**config.mk**
```make
export PLATFORM = sky130hd
export DESIGN_NAME = cordic_magsq_pre
export DESIGN_NICKNAME = d
export VERILOG_FILES = /design/src/rtl/cordic_magsq_pre.sv
export SDC_FILE = /design/constraint.sdc
export NUM_CORES = 1
export LEC_CHECK = 0
export CORE_MARGIN = 4
export CORE_UTILIZATION = 50
export CTS_CLUSTER_DIAMETER = 100
export DETAILED_ROUTE_END_ITERATION = 7
export GPL_TIMING_DRIVEN = 0
export PLACE_DENSITY = 0.79
export SLEW_MARGIN = 20
export SYNTH_ARGS = -nofsm -noshare
export SYNTH_HDL_FRONTEND = slang
export SYNTH_SLANG_ARGS = --single-unit
```
**constraint.sdc**
```tcl
create_clock -name clk -period 5 [get_ports clk]
set_input_delay 0.5 -clock clk [delete_from_list [all_inputs] [get_ports clk]]
set_output_delay 0.5 -clock clk [all_outputs]
set_load 0.02 [all_outputs]
```
**src/rtl/cordic_magsq_pre.sv**
```systemverilog
// Magnitude-squared front end for the CORDIC sqrt stage: dout = I*I + Q*Q, computed
// with a bit-serial shift-add multiplier that reuses one accumulator for both squares.
module cordic_magsq_pre #(
  parameter int W     = 16,
  parameter int CNT_W = 8
) (
  input  logic             clk,
  input  logic             rst_n,
  input  logic [W-1:0]     i_in,
  input  logic [W-1:0]     q_in,
  input  logic             vld_in,
  output logic             in_rdy,
  input  logic             dn_busy,
  output logic [2*W-1:0]   dout,
  output logic             vld_out,
  output logic [CNT_W-1:0] drop_cnt
);

  localparam int KW = (W > 1) ? $clog2(W) : 1;

  typedef enum logic [1:0] {
    IDLE  = 2'd0,
    MUL_I = 2'd1,
    MUL_Q = 2'd2,
    OUT   = 2'd3
  } state_t;

  state_t             state, state_nxt;
  logic [W-1:0]       mi, mi_nxt;
  logic [W-1:0]       mq, mq_nxt;
  logic [2*W-1:0]     acc, acc_nxt;
  logic [KW-1:0]      k, k_nxt;
  logic [2*W-1:0]     dout_nxt;
  logic               vld_nxt;
  logic [CNT_W-1:0]   drop_nxt;
  logic [W-1:0]       cur;
  logic [2*W-1:0]     partial;
  logic               last_bit;

  // |x| as unsigned; the most negative input maps to 2^(W-1), which still fits in W bits.
  function automatic logic [W-1:0] abs_val(input logic [W-1:0] x);
    if (x[W-1]) begin
      abs_val = ~x + {{(W-1){1'b0}}, 1'b1};
    end else begin
      abs_val = x;
    end
  endfunction

  assign in_rdy = (state == IDLE);

  // Next-state, datapath and drop-counter logic
  always_comb begin
    state_nxt = state;
    mi_nxt    = mi;
    mq_nxt    = mq;
    acc_nxt   = acc;
    k_nxt     = k;
    dout_nxt  = dout;
    vld_nxt   = 1'b0;
    cur       = (state == MUL_Q) ? mq : mi;
    partial   = {{W{1'b0}}, cur} << k;
    last_bit  = (k == KW'(W - 1));

    case (state)
      IDLE: begin
        if (vld_in) begin
          mi_nxt    = abs_val(i_in);
          mq_nxt    = abs_val(q_in);
          acc_nxt   = {(2*W){1'b0}};
          k_nxt     = {KW{1'b0}};
          state_nxt = MUL_I;
        end else begin
          state_nxt = IDLE;
        end
      end
      MUL_I, MUL_Q: begin
        if (cur[k]) begin
          acc_nxt = acc + partial;
        end else begin
          acc_nxt = acc;
        end
        if (last_bit) begin
          k_nxt     = {KW{1'b0}};
          state_nxt = (state == MUL_I) ? MUL_Q : OUT;
        end else begin
          k_nxt     = k + {{(KW-1){1'b0}}, 1'b1};
          state_nxt = state;
        end
      end
      OUT: begin
        // Result is held in acc until the sqrt stage is free to take it.
        if (!dn_busy) begin
          dout_nxt  = acc;
          vld_nxt   = 1'b1;
          state_nxt = IDLE;
        end else begin
          vld_nxt   = 1'b0;
          state_nxt = OUT;
        end
      end
      default: begin
        state_nxt = IDLE;
      end
    endcase

    if (vld_in && (state != IDLE) && (drop_cnt != {CNT_W{1'b1}})) begin
      drop_nxt = drop_cnt + {{(CNT_W-1){1'b0}}, 1'b1};
    end else begin
      drop_nxt = drop_cnt;
    end
  end

  // State register
  always_ff @(posedge clk or negedge rst_n) begin
    if (!rst_n) begin
      state <= IDLE;
    end else begin
      state <= state_nxt;
    end
  end

  // Datapath and output registers
  always_ff @(posedge clk or negedge rst_n) begin
    if (!rst_n) begin
      mi       <= {W{1'b0}};
      mq       <= {W{1'b0}};
      acc      <= {(2*W){1'b0}};
      k        <= {KW{1'b0}};
      dout     <= {(2*W){1'b0}};
      vld_out  <= 1'b0;
      drop_cnt <= {CNT_W{1'b0}};
    end else begin
      mi       <= mi_nxt;
      mq       <= mq_nxt;
      acc      <= acc_nxt;
      k        <= k_nxt;
      dout     <= dout_nxt;
      vld_out  <= vld_nxt;
      drop_cnt <= drop_nxt;
    end
  end

endmodule

```
==> results.sh <==
export IMPL_fp_coreArea_um2=15370
export IMPL_cellPowerDensity_nw_per_um2=649.1
export IMPL_rows=45
export IMPL_ys_types=72
export IMPL_synthFlopType="dfrtp_1"
export IMPL_path_clk_slew_ns=0.07
export IMPL_combPwrFrac_pct=63.7
export IMPL_slew_limit_headroom_pct=43.91
export IMPL_outcome="complete, no violations"
export IMPL_tns_ns=0
export IMPL_fmax_mhz=209.9
export IMPL_cp_num_buf_inv=4
export IMPL_synth_largest_area_cell="dfrtp_1"
export IMPL_port_buffers=77
export IMPL_setup_viol=0
export IMPL_synth_seq_cells=111
export IMPL_start_util_pct=51.46
export IMPL_ys_warn_count=0
export IMPL_hpwl_um=15710
export IMPL_final_period_utilization_pct=95.30
export IMPL_drc=0
export IMPL_fin_nets=1055
export IMPL_syn_to_final_growth_pct=17.16
export IMPL_fp_dieH_um=133.8
export IMPL_critical_path_class="flip-flop to flip-flop"
export IMPL_grt_pass1_vias=6666
export IMPL_io_pins=78
export IMPL_worstSetupStartpointType="flip-flop"
export IMPL_routed_wl_um=19980
export IMPL_worstSetupStartpoint="state[0]"
export IMPL_cpMaxStageDelayCell="a2111oi_2"
export IMPL_r2r_slack_ns=0.23
export IMPL_post_drt_wl_per_cell_um=16.77
export IMPL_critPathMaxStageDelay_ns=0.66
export IMPL_clk_path_buf_depth=2
export IMPL_cts_sinks=111
export IMPL_syn_avg_cell_area_um2=8.908
export IMPL_root_buffer="clkbuf_16"
export IMPL_place_congestion=0.9741
export IMPL_synth_cells=888
export IMPL_pwr_share_clk_pct=11.6
export IMPL_synth_most_common_cell="nand2_1"
export IMPL_cp_required_ns=5.24
export IMPL_layout_drive_gt1_share_pct=10.41
export IMPL_synthTopCellsByArea="dfrtp_1 35%, ha_1 6.8%, nand2_1 6.6%"
export IMPL_fin_util_pct=60.29
export IMPL_die_area_um2=17900
export IMPL_cp_max_fo=10
export IMPL_dr_pass1_iters=5
export IMPL_cts_tree="done"
export IMPL_ys_top_cells_by_count="140 x nand2_1, 111 x dfrtp_1, 87 x o21ai_0, 56 x a21oi_1, 45 x mux2_2"
export IMPL_cts_hold_buf=0
export IMPL_arrival_ns=5.01
export IMPL_track_usage_pct=22.76
export IMPL_worstPathCellList="inv_1 -> ha_1 -> buf_4 -> buf_12 -> buf_2 -> mux2_2 -> o21ai_0 -> mux2i_1 -> o21ai_0 -> a21oi_1 -> ha_1 -> nand4_1 -> or2_1 -> a2111oi_2 -> a2111oi_0 -> a221o_1"
export IMPL_drt_iter0_markers=567
export IMPL_synth_nets=968
export IMPL_p_sw_share_pct=48.87
export IMPL_hp_class="primary input to async pin"
export IMPL_htree_levels=3
export IMPL_rsz0062_at_grt="yes"
export IMPL_insertion_delay_ns=0.37
export IMPL_worstReg2RegEnd="acc[27]"
export IMPL_vias=6992
export IMPL_dieWidth_um=133.8
export IMPL_drv_cap=0
export IMPL_viasPerCell=5.871
export IMPL_cts_made_buffers=9
export IMPL_ant_nets=0
export IMPL_synth_area_um2=7910
export IMPL_synth_top_area_share_pct=35.12
export IMPL_antenna_found_initial=0
export IMPL_switchingPower_w=0.002940
export IMPL_setup_ws_ns=0.2348
export IMPL_worstSetupEndpointType="flip-flop"
export IMPL_final_hold_violation_count=0
export IMPL_path_delay_family="compound AO/OA/AOI/OAI gates"
export IMPL_ys_seq_area_share_pct=35.12
export IMPL_finalMaxSlewViolations=0
export IMPL_rr_worst_depth=16
export IMPL_grt_overflow_total=0
export IMPL_worst_pin_slew_ns=0.8357
export IMPL_vdd_drop_max_v=0.0002649
export IMPL_p_int_w=0.003076
export IMPL_post_route_min_period_ns=4.765
export IMPL_r2r_start="state[0]"
export IMPL_sequentialPowerShare_pct=24.7
export IMPL_async_reset_ff_share_pct=100.0
export IMPL_grt_pass1_wl_um=32950
export IMPL_synth_edff_count=0
export IMPL_skew_ns=0.006595
export IMPL_power_leakage_nw=4.032
export IMPL_post_place_ws_ns=-0.1021
export IMPL_n_antenna_cell=0
export IMPL_grt_start_max_net_pins=64
[worst max path at each step]
| stage | to | cells past startpoint |
|---|---|---|
| after floorplan | acc[25] | 20 |
| after global placement | mq[11] | 1 |
| after detailed placement | acc[27] | 16 |
| after CTS | acc[25] | 20 |
| after global routing | acc[27] | 17 |
| final | acc[27] | 16 |
[placed cells by master, fill, tap and decap left out, drive strengths merged, types with 4 or more instances in the layout]
cell / synthesis / layout
nand2: 141 / 141
mux4: 6 / 6
clkinv: 2 / 4
o311ai: 4 / 4
a31oi: 7 / 7
and2: 4 / 4
and3: 7 / 7
o31ai: 21 / 21
clkdlybuf4s50: 0 / 76
nor2b: 7 / 7
or2: 4 / 4
xnor2: 19 / 19
nand4: 10 / 10
ha: 43 / 43
dfrtp: 111 / 111
o21bai: 6 / 6
a21oi: 56 / 56
a21o: 17 / 17
o21ai: 92 / 92
mux2i: 28 / 28
xor2: 31 / 31
nand3: 12 / 12
a211oi: 5 / 5
o22ai: 9 / 9
buf: 17 / 19
inv: 24 / 26
clkbuf: 30 / 38
o41ai: 8 / 8
nand2b: 8 / 8
nor2: 44 / 44
mux2: 45 / 45
nor3: 23 / 23
o21a: 8 / 8
[flip-flops by register name, summed over array words and instances, names as in the netlist]
name,count
acc,32
dout,32
drop_cnt,8
k,4
mi,16
mq,16
state,2
vld_out,1
[power by group through the flow]
stage / Combinational (W) / Clock, W / Sequential (W)
floorplan: 0.00257 / 0 / 0.00156
global placement: 0.00369 / 0 / 0.00149
detailed placement: 0.00375 / 0 / 0.00150
CTS: 0.00378 / 0.000713 / 0.00149
global route: 0.00420 / 0.000747 / 0.00154
finish: 0.00383 / 0.000697 / 0.00149
[logic make-up after synthesis]
group,Yosys count,share of synthesized area (%)
adder cells (fa/ha/maj),44,7.055
AND/OR/NAND/NOR,276,15.69
buffers and inverters,73,4.018
AO/OA/AOI/OAI,255,20.93
multiplexers,79,11.66
flip-flops,111,35.12
XOR/XNOR,50,5.536
[metal layers]
| metal | vias up | share of wire [%] | track usage [%] |
|---|---|---|---|
| li1 | 3393 | - | - |
| met1 | 3311 | 43 | 29.90 |
| met2 | 239 | 47 | 36.95 |
| met3 | 49 | 6.1 | 4.464 |
| met4 | 0 | 3.5 | 9.429 |
| met5 | - | 0 | 0 |
[cell type report]
class | instances | area (um2)
fill | 1384 | 6103
multi-input combinational | 704 | 4835
sequential | 111 | 2778
timing repair buffer | 78 | 799.5
tap | 211 | 264.0
clock buffer | 10 | 239.0
buffer | 45 | 212.7
inverter | 26 | 97.59
clock inverter | 6 | 42.54
[repair_timing]
| action | CTS | global route |
|---|---|---|
| buffers inserted | 0 | 0 |
| endpoints found under the setup margin | 3 | 4 |
| gates resized for setup | 3 | 4 |
[stage by stage]
step	cell area (um2)	total power (W)	cells	hold WS, ns
after floorplan	7910	0.004133	888	0.2044
after global placement	8945	0.005177	1176	0.4616
after detailed placement	8974	0.005257	1177	0.4625
after CTS	9264	0.005982	1193	0.06819
after global routing	9268	0.006481	1191	0.08831
final	9268	0.006016	1191	0.05839
(Power assumes the default switching activity.)
